## config.mk

```make
export PLATFORM = sky130hd
export DESIGN_NAME = serial_subtractor
export DESIGN_NICKNAME = d
export VERILOG_FILES = /design/src/rtl/serial_subtractor_pkg.sv /design/src/rtl/serial_subtractor_full_subtractor.sv /design/src/rtl/serial_subtractor.sv
export SDC_FILE = /design/constraint.sdc
export NUM_CORES = 1
export LEC_CHECK = 0
export ABC_AREA = 1
export BUFFER_PORTS_ARGS = -buffer_cell sky130_fd_sc_hd__buf_4
export CORE_ASPECT_RATIO = 0.5
export CORE_MARGIN = 2
export CORE_UTILIZATION = 32
export DETAILED_ROUTE_END_ITERATION = 7
export GPL_ROUTABILITY_DRIVEN = 1
export GPL_TIMING_DRIVEN = 0
export PLACE_DENSITY_LB_ADDON = 0.15
export SETUP_SLACK_MARGIN = 0.1
export SYNTH_ARGS = -nofsm -noshare
export SYNTH_HDL_FRONTEND = slang
export SYNTH_HIERARCHICAL = 1
export SYNTH_SLANG_ARGS = --single-unit
```

## constraint.sdc

```tcl
create_clock -name clk -period 1.5 [get_ports clk]
set_input_delay 0.15 -clock clk [delete_from_list [all_inputs] [get_ports clk]]
set_output_delay 0.15 -clock clk [all_outputs]
set_load 0.01 [all_outputs]
```

## src/rtl/serial_subtractor_pkg.sv

```systemverilog
// serial_subtractor_pkg
// Shared types and limits for the bit-serial subtractor.
//   sub_state_t : controller states (IDLE, SHIFT, DONE), 2-bit encoding
//   MIN_WIDTH / MAX_WIDTH : supported operand width range
package serial_subtractor_pkg;

    typedef enum logic [1:0] {
        IDLE  = 2'd0,
        SHIFT = 2'd1,
        DONE  = 2'd2
    } sub_state_t;

    localparam int MIN_WIDTH = 2;
    localparam int MAX_WIDTH = 32;

endpackage

```

## src/rtl/serial_subtractor_full_subtractor.sv

```systemverilog
// full_subtractor
// One-bit full subtractor computing a - b - bin, assembled from two
// half-subtractor stages and an OR, the same shape as the adder cells.
// Ports:
//   a    in  minuend bit
//   b    in  subtrahend bit
//   bin  in  borrow in
//   d    out difference bit
//   bout out borrow out
module full_subtractor (
    input  logic a,
    input  logic b,
    input  logic bin,
    output logic d,
    output logic bout
);

    logic d1;
    logic b1;
    logic b2;

    // first half subtractor: a - b
    assign d1 = a ^ b;
    assign b1 = ~a & b;

    // second half subtractor: (a - b) - bin
    assign d  = d1 ^ bin;
    assign b2 = ~d1 & bin;

    assign bout = b1 | b2;

endmodule

```

## src/rtl/serial_subtractor.sv

```systemverilog
// serial_subtractor
// Bit-serial a - b, LSB first, one bit per clock through a single
// full_subtractor cell and a borrow flip-flop. Start/done handshake;
// results hold until the next operation completes.
// Parameters:
//   WIDTH     operand/result width, 2..32
// Ports:
//   clk       clock, rising edge
//   rst       synchronous reset, active-high
//   start     request pulse, honoured only in IDLE
//   a, b      operands, captured on the accepting edge
//   busy      high while not IDLE
//   done      one-cycle pulse when results become valid
//   diff      (a - b) mod 2^WIDTH
//   borrow    unsigned borrow (a < b)
//   overflow  signed overflow of a - b
module serial_subtractor
    import serial_subtractor_pkg::*;
#(
    parameter int WIDTH = 8
) (
    input  logic             clk,
    input  logic             rst,
    input  logic             start,
    input  logic [WIDTH-1:0] a,
    input  logic [WIDTH-1:0] b,
    output logic             busy,
    output logic             done,
    output logic [WIDTH-1:0] diff,
    output logic             borrow,
    output logic             overflow
);

    localparam int CW = $clog2(WIDTH);

    sub_state_t       state;
    sub_state_t       state_next;
    logic [WIDTH-1:0] a_sr;
    logic [WIDTH-1:0] b_sr;
    logic [WIDTH-1:0] res_sr;
    logic [WIDTH-1:0] res_next;
    logic [CW-1:0]    cnt;
    logic             bff;
    logic             a_msb;
    logic             b_msb;
    logic             d;
    logic             bout;
    logic             last_bit;

    full_subtractor u_fs (
        .a    (a_sr[0]),
        .b    (b_sr[0]),
        .bin  (bff),
        .d    (d),
        .bout (bout)
    );

    assign last_bit = (cnt == CW'(WIDTH - 1));
    // difference bits enter at the MSB so the LSB-first stream ends aligned
    assign res_next = {d, res_sr[WIDTH-1:1]};

    assign busy = (state != IDLE);
    assign done = (state == DONE);

    always_ff @(posedge clk) begin
        if (rst) begin
            state <= IDLE;
        end else begin
            state <= state_next;
        end
    end

    always_comb begin
        state_next = state;
        case (state)
            IDLE:    if (start)    state_next = SHIFT;
            SHIFT:   if (last_bit) state_next = DONE;
            DONE:    state_next = IDLE;
            default: state_next = IDLE;
        endcase
    end

    always_ff @(posedge clk) begin
        if (rst) begin
            a_sr     <= '0;
            b_sr     <= '0;
            res_sr   <= '0;
            cnt      <= '0;
            bff      <= 1'b0;
            a_msb    <= 1'b0;
            b_msb    <= 1'b0;
            diff     <= '0;
            borrow   <= 1'b0;
            overflow <= 1'b0;
        end else begin
            case (state)
                IDLE: begin
                    if (start) begin
                        a_sr  <= a;
                        b_sr  <= b;
                        // sign bits are shifted out of the operand registers,
                        // so keep copies for the overflow flag
                        a_msb <= a[WIDTH-1];
                        b_msb <= b[WIDTH-1];
                        bff   <= 1'b0;
                        cnt   <= '0;
                    end
                end
                SHIFT: begin
                    a_sr   <= a_sr >> 1;
                    b_sr   <= b_sr >> 1;
                    res_sr <= res_next;
                    bff    <= bout;
                    cnt    <= cnt + CW'(1);
                    if (last_bit) begin
                        diff     <= res_next;
                        borrow   <= bout;
                        // d is the result MSB on the last bit
                        overflow <= (a_msb != b_msb) && (d != a_msb);
                    end
                end
                default: ;
            endcase
        end
    end

endmodule

```

# Word level (Yosys, flattened, before mapping)
# Cells that the tools add are included.
[totals]
word_cells = 45
output_inout_bits = 12
ff_bits = 42
[op_classes]
add_sub_neg = 1
mux = 11
eq_ne = 7
reduce_logical = 8
bitwise_logic = 7
[op_table]
columns = ["cell", "count"]
rows = [
  ["$pmux W8 S2", 2],
  ["$mux W8", 2],
  ["$reduce_and A2 Y1", 4],
  ["$pmux W3 S2", 1],
  ["$mux W2", 2],
  ["$ne A2 B2 Y1 const B", 2],
  ["$pmux W2 S2", 1],
  ["$reduce_bool A2 Y1", 2],
  ["$add A3 B1 Y3 const B", 1],
  ["$eq A3 B3 Y1 const B", 1],
  ["$mux W3", 1],
  ["$and A1 B1 Y1", 2],
  ["$eq A2 B1 Y1 const B", 1],
  ["$eq A2 B2 Y1 const B", 1],
  ["$logic_not A2 Y1", 1],
  ["$ne A1 B1 Y1", 2],
  ["$not A1 Y1", 2],
  ["$pmux W1 S2", 1],
  ["$xor A1 B1 Y1", 2],
  ["$logic_and A1 B1 Y1", 1],
  ["$mux W1", 1],
  ["$or A1 B1 Y1", 1],
]

# Depth between registers and ports, before layout
[depth]
ltp_word = 5
ltp_mapped = 7
mapped_depth_nobuf = 7

# Modules after synthesis
# Netlist, hierarchy kept.
[by_module_without_submodules]
columns = ["mod", "seq_area_each_um2", "cells_each", "instances", "area_each_um2"]
rows = [
  ["serial_subtractor", 820.8, 265, 1, 1786.7],
  ["full_subtractor", 0.0, 4, 1, 31.3],
]

# Worst setup path after synthesis
# Ideal clock, no wire load.
[synth_timing]
path_type = "register -> register"
start = "register b_sr[0]"
end = "register overflow"
synth_period_minus_slack_ps = 1270
arrival_ps = 1162
n_path_buf = 0
stages_incl_launch_ff = 8
required_ps = 1391
setup_slack_ps = 230
cell_sequence = "dfxtp_1 -> inv_1 -> fa_1 -> inv_1 -> nand3_1 -> nand3_1 -> nand2_1 -> inv_1"
[synth_via]
elab_chain_cells = 4
[synth_lines]
columns = ["item", "line_no", "rtl"]
rows = [
  ["from (decl)", "serial_subtractor.sv:39", "logic [WIDTH-1:0] b_sr;"],
  ["from (signal assigned)", "serial_subtractor.sv:111", "b_sr <= b_sr >> 1;"],
  ["$xor A1 B1 Y1", "serial_subtractor_full_subtractor.sv:23", "assign d1 = a ^ b;"],
  ["$xor A1 B1 Y1", "serial_subtractor_full_subtractor.sv:27", "assign d = d1 ^ bin;"],
  ["via d", "serial_subtractor.sv:46", "logic d;"],
  ["$ne A1 B1 Y1", "serial_subtractor.sv:119", "overflow <= (a_msb != b_msb) && (d != a_msb);"],
  ["$logic_and A1 B1 Y1", "serial_subtractor.sv:119", ""],
  ["to (signal assigned)", "serial_subtractor.sv:119", ""],
  ["to (decl)", "serial_subtractor.sv:31", "output logic overflow"],
]
# The timed path passes the listed nets, and every way through them passes these cells.
# A chain may end at the register's enable or synchronous reset.

# Worst setup path in the final report
# Same ends and word-level chain as after synthesis.

==> out/metrics.json <==
{
  "outcome": {"value": "complete, no violations"},
  "worst_hold_path_cell_count": {"value": 2},
  "die_area": {"value": 6340, "unit": "µm²"},
  "timing.critical_path.required": {"value": 1.69, "unit": "ns"},
  "floorplan.die.height": {"value": 57.3, "unit": "µm"},
  "drt-pass1-iter-count": {"value": 4},
  "synth_area_leader_cell": {"value": "dfxtp_1"},
  "wire_length_of_the_first_global_routing_pass": {"value": 7.06, "unit": "mm"},
  "routedWlPerCell": {"value": 10.8, "unit": "µm"},
  "timing.final.setup_violations": {"value": 0},
  "peakVddDrop": {"value": 0.455, "unit": "mV"},
  "fin_setup_tns": {"value": 0, "unit": "ns"},
  "synth-adder-area-share": {"value": 0.0248},
  "synth_top_area_frac": {"value": 0.451},
  "power_density": {"value": 1120, "unit": "nW/µm²"},
  "syn-cell-area": {"value": 1820, "unit": "µm²"},
  "post_synth_and_or_nand_nor_area_fraction": {"value": 0.361},
  "ctsRootBufferMaster": {"value": "clkbuf_16"},
  "cell_types_with_the_largest_area_share_after_synthesis": {"value": "dfxtp_1 45%, nand2_1 18%, nor2_1 9.7%"},
  "crit_path_end_kind": {"value": "register"},
  "clock_sink_count": {"value": 41},
  "mappedNetlistNets": {"value": 291},
  "synth-seq-cells": {"value": 41},
  "antenna-diode-count": {"value": 0},
  "max_slew.worst_pin.slew": {"value": 0.574, "unit": "ns"},
  "antenna_found_initial": {"value": 0},
  "final.hold.worst_slack": {"value": 0.0851, "unit": "ns"},
  "yosys-mux-area-fraction": {"value": 0},
  "route.final.wire_length": {"value": 4.12, "unit": "mm"},
  "final_max_slew_viol_count": {"value": 0},
  "yosys.area_share.xor_xnor": {"value": 0},
  "place_worst_setup_slack": {"value": 0.0917, "unit": "ns"},
  "global_route_congestion_overflow_total": {"value": 0},
  "drv_cap": {"value": 0},
  "drt_iter0_drc": {"value": 75},
  "cts_tree": {"value": "yes"},
  "worstSetupPathType": {"value": "register to register"},
  "finalCriticalPeriod": {"value": 1.35, "unit": "ns"},
  "worstPathMaxFanout": {"value": 4},
  "antenna_left": {"value": 0},
  "h-tree-depth": {"value": 2},
  "grt.total_usage": {"value": 0.143},
  "number_of_buffers_added_on_ports": {"value": 30},
  "die-width": {"value": 111, "unit": "µm"},
  "flow.area_growth_from_synthesis": {"value": 28.0, "unit": "%"},
  "fillCellCount": {"value": 588},
  "share_of_synthesized_area_occupied_by_flip_flops_and_latches": {"value": 0.451},
  "proportion_of_layout_cells_with_a_drive_suffix_above_1": {"value": 0.201},
  "cts_buffers": {"value": 5},
  "synth_compound_gate_area_share": {"value": 0.0585},
  "postLayoutCoreUtil": {"value": 0.424},
  "final_hold_viol_count": {"value": 0},
  "floorplan.initialDensity": {"value": 0.331},
  "grt_pass1_vias": {"value": 1548},
  "rsz0062_at_grt": {"value": "true"},
  "detailedPlacementHpwl": {"value": 2.79, "unit": "mm"},
  "combinational_family_with_the_most_area_after_synthesis": {"value": "simple AND/OR/NAND/NOR gates"},
  "post_synth.cell_area_avg": {"value": 6.76, "unit": "µm²"},
  "fin_crit_sh": {"value": 0.901},
  "reg2regPathDepth": {"value": 7},
  "synthesis.yosys.warnings": {"value": 6},
  "final.setup_skew": {"value": 0.00421, "unit": "ns"},
  "final.setup.worst_slack": {"value": 0.148, "unit": "ns"},
  "clkTransAtPathRegs": {"value": 0.06, "unit": "ns"},
  "io_pins": {"value": 31},
  "vias": {"value": 1643},
  "cp_data_arrival_time": {"value": 1.54, "unit": "ns"},
  "netlist_instances": {"value": 269},
  "drc": {"value": 0},
  "ys_types": {"value": 18},
  "floorplan.rows": {"value": 19},
  "timing.slew.headroom": {"value": 0.617},
  "post_layout_nonfiller_instances": {"value": 381},
  "worst_hold_path_type": {"value": "input port to register"},
  "dp_cells": {"value": 372},
  "clockBufferDepth": {"value": 2},
  "fmax": {"value": 0.740, "unit": "GHz"},
  "grt_start_max_net_pins": {"value": 15},
  "core_area": {"value": 5490, "unit": "µm²"},
  "leakage_power_total": {"value": 1.13, "unit": "nW"},
  "clk-insertion-delay-late": {"value": 0.28, "unit": "ns"},
  "vias_per_cell": {"value": 4.31},
  "fin_nets": {"value": 329},
  "cp-start-kind": {"value": "register"},
  "gpl.final_weighted_congestion": {"value": 0.748}
}
## routing by layer
layer,vias to the layer above,share of wire,wire [µm],track usage
met4,0,0.016,65,0.0732
met1,722,0.52,2140,0.187
li1,895,-,-,-
met3,4,0.034,142,0.0446
met2,22,0.43,1770,0.216
met5,-,0,0,0
## critical path: stages (launching register included)
cell     delay (ns)
dfxtp_1        0.33
inv_1          0.06
fa_2           0.58
inv_2          0.05
nand3_2        0.07
nand3_2        0.07
nand2_1        0.07
inv_1          0.04
## worst paths after layout
check | from | to | slack [ns]
max | b_sr[0] | overflow | 0.15
min | rst | state[1] | 0.09
max reg2reg | b_sr[0] | overflow | 0.15
min reg2reg | res_sr[5] | diff[4] | 0.46
## report_power, final
part	switching (W)	internal, W
Sequential	0.0000378	0.00116
Clock	0.000444	0.000619
Combinational	0.000196	0.000144
## cells in the final DEF (no fill, tap or decap), drive strengths merged, types with 2 or more instances in the layout
cell	instances
nand3	28
dfxtp	41
buf	43
nand2	88
inv	29
a21oi	10
ha	2
nor2	48
o21ai	9
clkbuf	7
## timing repair
item,4_1_cts,5_1_grt
pin swaps,0,3
setup endpoints to repair,2,12
hold buffers,0,0
gates resized for setup,3,12
setup buffers,0,1
## area by class of cell
type	instances	area (µm²)	share of cell area
inverters	28	108	0.0462
flip-flops and latches	41	823	0.354
clock buffers	5	125	0.0538
repair buffers	31	233	0.100
plain buffers	14	96.3	0.0414
clock inverters	3	21.3	0.00914
multi-input cells	186	830	0.356
well taps	73	91.3	0.0392
## Yosys cell counts (all sizes together)
| library cell | number |
|---|---|
| a21oi | 10 |
| dfxtp | 41 |
| nor2 | 48 |
| o21ai | 9 |
| inv | 28 |
| nand2 | 88 |
| nand3 | 28 |
| buf | 12 |
| ha | 2 |
| fa | 1 |
| clkbuf | 2 |
## cell families (layout without fill, tap and decap cells)
kind of cell / Yosys count / count (layout)
AO/OA/AOI/OAI: 19 / 19
adder cells (fa/ha/maj): 3 / 3
buffers and inverters: 42 / 81
flip-flops: 41 / 41
AND/OR/NAND/NOR: 164 / 164
## sequential cells by signal, summed over array words and instances, names as in the netlist
| name | flops |
|---|---|
| cnt | 3 |
| overflow | 1 |
| state | 2 |
| bff | 1 |
| a_msb | 1 |
| res_sr | 7 |
| a_sr | 8 |
| b_msb | 1 |
| b_sr | 8 |
| borrow | 1 |
| diff | 8 |
## stage by stage
step | area (µm²) | power (W)
2_1_floorplan | 1820 | 0.00144
3_3_place_gp | 2130 | 0.00154
3_5_place_dp | 2130 | 0.00155
4_1_cts | 2290 | 0.00262
5_1_grt | 2330 | 0.00275
6_report | 2330 | 0.00260
Power figures use the tool's default switching activity.
